File: config.mk
export PLATFORM = sky130hd
export DESIGN_NAME = sim_run_controller
export DESIGN_NICKNAME = d
export VERILOG_FILES = /design/src/rtl/sim_run_controller.sv
export SDC_FILE = /design/constraint.sdc
export NUM_CORES = 1
export LEC_CHECK = 0
export CORE_ASPECT_RATIO = 1.75
export CORE_MARGIN = 2
export CORE_UTILIZATION = 30
export CTS_CLUSTER_SIZE = 20
export DETAILED_ROUTE_END_ITERATION = 16
export PLACE_DENSITY = 0.65
export SLEW_MARGIN = 30
export SYNTH_ARGS = -nofsm -noshare
export SYNTH_HDL_FRONTEND = slang
export SYNTH_SLANG_ARGS = --single-unit
File: constraint.sdc
create_clock -name clk -period 1.9 [get_ports clk]
set_input_delay 0.285 -clock clk [delete_from_list [all_inputs] [get_ports clk]]
set_output_delay 0.285 -clock clk [all_outputs]
set_load 0.02 [all_outputs]
File: src/rtl/sim_run_controller.sv
// sim_run_controller
// Run-control and supervision block that sits between the bench clock/reset
// and the core. It holds the core in reset for RESET_CYCLES clocks, then lets
// it run. While running it counts cycles and retired instructions. It ends
// the run when any of these happens:
//   - a halt instruction retires,
//   - the PC stays stuck (hang),
//   - the cycle budget runs out.
// It then freezes the core and reports why. A restart pulse in DONE begins a
// fresh run.
//
// Ports:
//   clk          system clock, rising edge
//   reset        asynchronous, active-low (0 = in reset)
//   pc           PC of the instruction presented this cycle
//   instr        instruction word presented this cycle
//   instr_valid  pc/instr are a retired instruction this cycle
//   restart      single-cycle pulse, honoured only in DONE
//   core_reset   active-high reset to the core
//   running      high while in RUN
//   done         high while in DONE
//   status       00 none, 01 pass (halt), 10 timeout, 11 hang
//   cycle_count  RUN cycles elapsed in the current run (saturating)
//   instr_count  valid instructions retired in the current run (saturating)
//   last_pc      PC of the most recent valid instruction
module sim_run_controller #(
  parameter int          XLEN         = 32,
  parameter int          CNT_W        = 32,
  parameter int          RESET_CYCLES = 2,
  parameter int          MAX_CYCLES   = 100,
  parameter logic [31:0] HALT_INSTR   = 32'h0000000c,
  parameter int          HANG_LIMIT   = 8
) (
  input  logic             clk,
  input  logic             reset,
  input  logic [XLEN-1:0]  pc,
  input  logic [31:0]      instr,
  input  logic             instr_valid,
  input  logic             restart,
  output logic             core_reset,
  output logic             running,
  output logic             done,
  output logic [1:0]       status,
  output logic [CNT_W-1:0] cycle_count,
  output logic [CNT_W-1:0] instr_count,
  output logic [XLEN-1:0]  last_pc
);

  localparam int HW = $clog2(RESET_CYCLES + 1);
  localparam int SW = $clog2(HANG_LIMIT + 1);

  localparam logic [HW-1:0]    HOLD_LAST  = HW'(RESET_CYCLES - 1);
  localparam logic [SW-1:0]    SAME_LAST  = SW'(HANG_LIMIT - 1);
  localparam logic [CNT_W-1:0] CYCLE_LAST = CNT_W'(MAX_CYCLES - 1);
  localparam logic [CNT_W-1:0] CNT_ONE    = CNT_W'(1);

  localparam logic [1:0] ST_NONE    = 2'b00;
  localparam logic [1:0] ST_PASS    = 2'b01;
  localparam logic [1:0] ST_TIMEOUT = 2'b10;
  localparam logic [1:0] ST_HANG    = 2'b11;

  typedef enum logic [1:0] {
    HOLD = 2'd0,
    RUN  = 2'd1,
    DONE = 2'd2
  } state_t;

  state_t           state_reg,  state_next;
  logic [HW-1:0]    hold_reg,   hold_next;
  logic [SW-1:0]    same_reg,   same_next;
  logic             seen_reg,   seen_next;
  logic [1:0]       status_reg, status_next;
  logic [CNT_W-1:0] cycle_reg,  cycle_next;
  logic [CNT_W-1:0] instr_reg,  instr_next;
  logic [XLEN-1:0]  lpc_reg,    lpc_next;

  logic is_halt, is_hang, is_tout;

  always_ff @(posedge clk or negedge reset) begin
    if (!reset) begin
      state_reg  <= HOLD;
      hold_reg   <= '0;
      same_reg   <= '0;
      seen_reg   <= 1'b0;
      status_reg <= ST_NONE;
      cycle_reg  <= '0;
      instr_reg  <= '0;
      lpc_reg    <= '0;
    end else begin
      state_reg  <= state_next;
      hold_reg   <= hold_next;
      same_reg   <= same_next;
      seen_reg   <= seen_next;
      status_reg <= status_next;
      cycle_reg  <= cycle_next;
      instr_reg  <= instr_next;
      lpc_reg    <= lpc_next;
    end
  end

  always_comb begin
    state_next  = state_reg;
    hold_next   = hold_reg;
    same_next   = same_reg;
    seen_next   = seen_reg;
    status_next = status_reg;
    cycle_next  = cycle_reg;
    instr_next  = instr_reg;
    lpc_next    = lpc_reg;

    // End conditions look at the pre-edge counters, so the edge that ends
    // the run still counts the final cycle and instruction.
    is_halt = instr_valid && (instr == HALT_INSTR);
    is_hang = instr_valid && seen_reg && (pc == lpc_reg) && (same_reg == SAME_LAST);
    is_tout = (cycle_reg == CYCLE_LAST);

    case (state_reg)
      HOLD: begin
        if (hold_reg == HOLD_LAST) begin
          state_next = RUN;
          hold_next  = '0;
        end else begin
          hold_next = hold_reg + HW'(1);
        end
      end

      RUN: begin
        cycle_next = (cycle_reg == '1) ? cycle_reg : cycle_reg + CNT_ONE;
        if (instr_valid) begin
          instr_next = (instr_reg == '1) ? instr_reg : instr_reg + CNT_ONE;
          lpc_next   = pc;
          seen_next  = 1'b1;
          // Repeat-PC run length; it only ever reaches HANG_LIMIT on the
          // edge that ends the run, so it cannot overflow.
          if (!seen_reg || (pc != lpc_reg)) same_next = '0;
          else                              same_next = same_reg + SW'(1);
        end
        if (is_halt || is_hang || is_tout) begin
          state_next = DONE;
          if (is_halt)      status_next = ST_PASS;
          else if (is_hang) status_next = ST_HANG;
          else              status_next = ST_TIMEOUT;
        end
      end

      DONE: begin
        if (restart) begin
          state_next  = HOLD;
          hold_next   = '0;
          same_next   = '0;
          seen_next   = 1'b0;
          status_next = ST_NONE;
          cycle_next  = '0;
          instr_next  = '0;
          lpc_next    = '0;
        end
      end

      default: state_next = HOLD;
    endcase
  end

  // Outputs decode straight from registered state: no input-to-output paths.
  assign core_reset  = (state_reg != RUN);
  assign running     = (state_reg == RUN);
  assign done        = (state_reg == DONE);
  assign status      = status_reg;
  assign cycle_count = cycle_reg;
  assign instr_count = instr_reg;
  assign last_pc     = lpc_reg;

endmodule

==> results of run 1 <==
[kinds of logic (layout without fill, tap and decap cells)]
group / after synthesis / after routing / synth area share
AO/OA/AOI/OAI: 105 / 105 / 0.131
XOR/XNOR: 73 / 73 / 0.108
adder cells (fa/ha/maj): 3 / 3 / 0.00632
flip-flops: 107 / 107 / 0.451
AND/OR/NAND/NOR: 278 / 278 / 0.264
buffers and inverters: 49 / 325 / 0.0379
multiplexers: 1 / 1 / 0.00168
[worst max path at each step]
stage | start | to | slack (ns)
6_report | cycle_count[9] | cycle_count[9] | 0.05
5_1_grt | instr_count[19] | instr_count[17] | -0.002
4_1_cts | instr_count[24] | instr_count[17] | 0.009
3_5_place_dp | pc[28] | same_reg[3] | -0.30
3_3_place_gp | pc[28] | same_reg[3] | -0.28
2_1_floorplan | cycle_count[24] | cycle_count[11] | 0.001
[stage by stage]
stage                     area (µm²)  total power, mW  hold WS [ns]  setup slack (ns)
after CTS                       9030             9.64        0.0320           0.00907
after global routing            9170             10.2        0.0366          -0.00162
after detailed placement        8720             7.53         0.422            -0.300
after floorplan                 5970             5.28       -0.0106           0.00124
final                           9170             9.59       -0.0133            0.0518
after global placement          8720             7.49         0.418            -0.279
[area by class of cell]
type,instances,share of cell area
inverters,18,0.00737
well taps,245,0.0334
repair buffers,291,0.287
multi-input cells,460,0.344
flip-flops and latches,107,0.293
clock buffers,12,0.0269
clock inverters,4,0.00805
[power breakdown]
| part | switching, mW | internal [mW] |
|---|---|---|
| clock network | 0.871 | 1.19 |
| registers | 0.455 | 2.78 |
| logic | 2.17 | 2.12 |
| total | 3.50 | 6.10 |
[layer usage]
metal  global-route usage  part of all wire
met1                0.193              0.36
met2                0.337              0.56
met3               0.0353             0.052
met4               0.0813             0.028
met5                    0                 0
[repair_timing]
item | 4_1_cts | 5_1_grt
hold buffers | 0 | 0
setup buffers | 0 | 4
gates resized for setup | 3 | 27
pin swaps | 0 | 10
endpoints found under the setup margin | 3 | 47
[layout by cell type, fill, tap and decap left out, drive strengths merged, types with 28 or more instances in the layout]
cell,Yosys,layout
nand3,30,30
clkdlybuf4s50,0,163
a22o,28,28
o21ai,28,28
nand4,31,31
nor2,66,66
nand2,47,47
buf,17,124
xnor2,52,52
nor3,28,28
dfrtp,107,107
[worst reg2reg max path, cell delays in order (launching register included)]
cell and delay, ns:
dfrtp_1 0.42, and3_1 0.25, nand3_1 0.19, nor4_4 0.06, buf_12 0.14, a2111oi_2 0.41, xnor2_1 0.17, nor2_1 0.05
==> out/results.txt, run 1 <==
Outcome = finished, violations left
Failing checks = negative hold slack
PD cells = 1050 nW/µm²
Yosys warnings = 0
Max stage delay on crit path = 0.67 ns
Critical path's slowest cell = clkdlybuf4s50_1
Final Net Count = 958
Critical Path AT = 1.56 ns
FF-to-FF Start = instr_count[30]
Die Span Y = 190 µm
Final Hold Vio Count = 10
I/O pin cnt = 169
Fin cells = 1137
Maximum clock path buffer count = 2
Final setup violating endpoints = 0
Vias in the first global route = 5868
Slew @ Worst Pin = 0.626 ns
WP buf/inv = 1
Unique masters post-synth = 59
Asr flop ratio synth = 1.00
Max IR drop VDD = 0.706 mV
Hold crit path type = in2async
Dpl cells = 1117
Hold slack final = -0.0133 ns
Ant. Diodes = 0
FF-to-FF End = instr_count[19]
Drt drc = 0
Fin. max-slew vios = 0
Initial antenna violation count = 0
Average size of a mapped cell = 9.64 µm²
CP Depth = 1
Crit-path cells = clkdlybuf4s50_1
Multi-input gate area = 3150 µm²
Buffers added on ports = 168
Synth area leader = dfrtp_1
CP Launch Type = flop
Post-Syn Instances = 616
Max cap viols = 0
Die area = 21000 µm²
Total GRT Usage = 0.182
TNS Setup = 0 ns
FF-to-FF path depth = 7
Post-synth top cells = dfrtp_1, nor2_1, xnor2_1
FP Rows = 68
DR vias/cell = 5.11
Highest Clock Rate = 0.541 GHz
Ys flop type = dfrtp_1
Final RePlAce weighted congestion = 0.847
Critical path class = reg2out
Fillcell total = 1923
Per-cell routed wire length = 16.7 µm
CTS sink count = 107
Clk root buf = clkbuf_16
Area delta synth->final = 54.3%
Vias = 5814
Largest net degree at the start of global routing = 108
LEAKAGE = 3.79 nW
Core area = 19600 µm²
Mapped Area = 5940 µm²
Initial Utilization = 0.304
First-pass GRT wire length = 29400 µm
Worst setup EP type = output pin
Worst-path fanout max = 7
Flop and latch count out of synthesis = 107
Num CTS Buffers = 9
Clock skew = 0.0108 ns
Total wire length after detailed routing = 19000 µm
Final ANT Viol Nets = 0
CTS clk-pin slew, worst paths = 0.07 ns
CTS tree = yes
Worst skew pair latency = 0.37 ns
Count of flip-flops with a built-in enable after synthesis = 0
GRT Residual Overflow = 0
Dpl hpwl = 14300 µm
Die Wd = 110 µm
Sequential area share after synthesis = 0.451
Area share of the largest cell type after synthesis = 0.451
RSZ-0062 raised after global routing = yes
WP data required = 1.62 ns
Period utilisation layout = 0.973
Top-count cell post-synth = dfrtp_1
Rel. slew slack = 0.583
Final min period = 1.85 ns
Drt pass-1 iters = 4
Mapped Nets = 687
Flop2flop setup slack = 0.09 ns
Crit path max-delay family = buffers and inverters
H-tree levels = 3
Top post-synthesis cells by area = dfrtp_1, xnor2_1, a22o_1
Layout cells sized above 1 = 0.212
FF+latch area = 2680 µm²
DRT iter0 DRCs = 277
Fin util = 0.468
No activity file was read; power rests on OpenSTA's default activity.
==> run 2, diff against run 1 <==
Settings changed: SKIP_LAST_GASP set to 1, SLEW_MARGIN 30 to not set.
==> run 2 against run 1 <==
  * The run still ends with negative hold slack left
  * Critical path depth is the same
  * Clock skew barely moved
  * Core utilization about the same
  * Register-to-register slack barely moved
  * First-iteration DRC count down 0.72%
  * Non-clock buffer count unchanged
  * Clock power hardly changed
  * Hold slack gained 0.00055 ns
  * Power about the same
  * Critical endpoint unchanged
  * Largest cell class unchanged
==> out/results.txt, run 2 (synthesized netlist as in run 1, its figures left out) <==
CTS sink count = 107 (unchanged)
Largest net degree at the start of global routing = 108 (unchanged)
H-tree levels = 3 (unchanged)
Dpl hpwl = 14300 µm (unchanged)
Num CTS Buffers = 9 (unchanged)
Critical path's slowest cell = clkdlybuf4s50_1
Final ANT Viol Nets = 0 (unchanged)
Internal power = 6.09 mW (about the same)
Seq pwr share = 0.337 (about the same)
Buffers added on ports = 168 (unchanged)
FP Rows = 68 (unchanged)
Max cap viols = 0 (unchanged)
Final min period = 1.85 ns (-0.00239 ns)
Max IR drop VDD = 0.702 mV (-0.50%)
Per-cell routed wire length = 16.7 µm (about the same)
Clock skew = 0.0106 ns (-0.000152 ns)
Final RePlAce weighted congestion = 0.847 (unchanged)
Maximum clock path buffer count = 2 (unchanged)
Cell area after placement = 8720 µm² (unchanged)
Die Span Y = 190 µm (unchanged)
CTS tree = yes
Outcome = finished, violations left
Total GRT Usage = 0.182 (unchanged)
Combinational power share = 0.448 (about the same)
WP buf/inv = 1 (unchanged)
Critical Path AT = 1.56 ns (about the same)
Crit-path cells = clkdlybuf4s50_1
Area delta synth->final = 54.3% (about the same)
I/O pin cnt = 169 (unchanged)
Drt pass-1 iters = 4 (unchanged)
Final Hold Vio Count = 10 (unchanged)
CP Launch Type = flop
CTS clk-pin slew, worst paths = 0.07 ns (about the same)
Fillcell total = 1924 (+0.052%)
P_sw = 3.50 mW (about the same)
Fin. max-slew vios = 0 (unchanged)
LEAKAGE = 3.79 nW (about the same)
Core area = 19600 µm² (unchanged)
Critical path class = reg2out
Total wire length after detailed routing = 19000 µm (about the same)
PD cells = 1050 nW/µm² (about the same)
Slew @ Worst Pin = 0.628 ns (+0.00196 ns)
GRT Residual Overflow = 0 (unchanged)
Sw frac = 0.365 (about the same)
DR vias/cell = 5.11 (about the same)
Vias = 5812 (-0.034%)
Fin util = 0.468 (about the same)
Dpl cells = 1117 (unchanged)
Flop2flop setup slack = 0.08 ns (about the same)
First-pass GRT wire length = 29400 µm (unchanged)
Fin area = 9160 µm² (about the same)
Clock share of power = 0.215 (about the same)
Hold slack final = -0.0127 ns (+0.000555 ns)
Final setup violating endpoints = 0 (unchanged)
Total design power = 9.59 mW (about the same)
RSZ-0062 raised after global routing = yes
Vias in the first global route = 5868 (unchanged)
Rel. slew slack = 0.581 (-0.00131)
Layout cells sized above 1 = 0.211 (-0.00112)
Hold crit path type = in2async
Ant. Diodes = 0 (unchanged)
Period utilisation layout = 0.971 (-0.00126)
Worst-path fanout max = 7 (unchanged)
Clk root buf = clkbuf_16
Final Net Count = 958 (unchanged)
WP data required = 1.62 ns (about the same)
Max stage delay on crit path = 0.67 ns (about the same)
Worst setup EP type = output pin
Crit path max-delay family = buffers and inverters
DRT iter0 DRCs = 275 (-0.72%)
Initial Utilization = 0.304 (unchanged)
Highest Clock Rate = 0.542 GHz (+0.13%)
Initial antenna violation count = 0 (unchanged)
Die area = 21000 µm² (unchanged)
Failing checks = negative hold slack
Leading cell type in the layout, fill and taps excluded = clkdlybuf4s50_1
Drt drc = 0 (unchanged)
Most frequent cells in the layout = clkdlybuf4s50_1, buf_4, dfrtp_1
Die Wd = 110 µm (unchanged)
Fin cells = 1137 (unchanged)
Worst skew pair latency = 0.37 ns (about the same)
run 2: worst paths after layout:
| check | to | startpoint | cells past startpoint |
|---|---|---|---|
| setup / recovery | cycle_count[9] | cycle_count[9] | 1 |
| hold / removal | instr_count[23] | reset | 2 |
| setup reg to reg | cycle_count[31] | cycle_count[7] | 6 |
| hold reg to reg | seen_reg | seen_reg | 2 |
| max in group asynchronous | cycle_count[0] | reset | 2 |
| min in group clk | seen_reg | seen_reg | 2 |
run 2: power groups by stage:
stage          clock (mW)  combinational [mW]  sequential, mW
6_report             2.06                4.29            3.23
5_1_grt              2.21                4.65            3.30
4_1_cts              2.13                4.29            3.22
3_5_place_dp            0                4.27            3.26
3_3_place_gp            0                4.25            3.24
2_1_floorplan           0                1.39            3.89
run 2: area by class of cell:
cell class	instances	area, µm²	area share
Timing Repair Buffer	291	2630	0.287
Clock inverter	4	73.8	0.00806
Clock buffer	12	246	0.0269
Inverter	18	67.6	0.00737
Sequential cell	107	2680	0.293
Multi-Input combinational cell	460	3150	0.344
Tap cell	245	307	0.0335
run 2: timing repair:
| item | 4_1_cts | 5_1_grt |
|---|---|---|
| pin swaps | 0 | 10 |
| buffers inserted | 0 | 4 |
| hold buffers | 0 | 0 |
| setup endpoints to repair | 3 | 47 |
| gates resized for setup | 3 | 25 |
run 2: layer usage:
layer,share of wire,up-vias,GRT usage
met1,0.37,2834,0.193
met5,0,-,0
met2,0.55,168,0.337
li1,-,2779,-
met3,0.050,31,0.0353
met4,0.031,0,0.0813
run 2: through the flow:
step	setup TNS, ns	setup slack, ns
floorplan	0	0.00124
global placement	-9.14	-0.279
detailed placement	-9.60	-0.300
CTS	0	0.00907
global route	-0.108	-0.0436
finish	0	0.0542
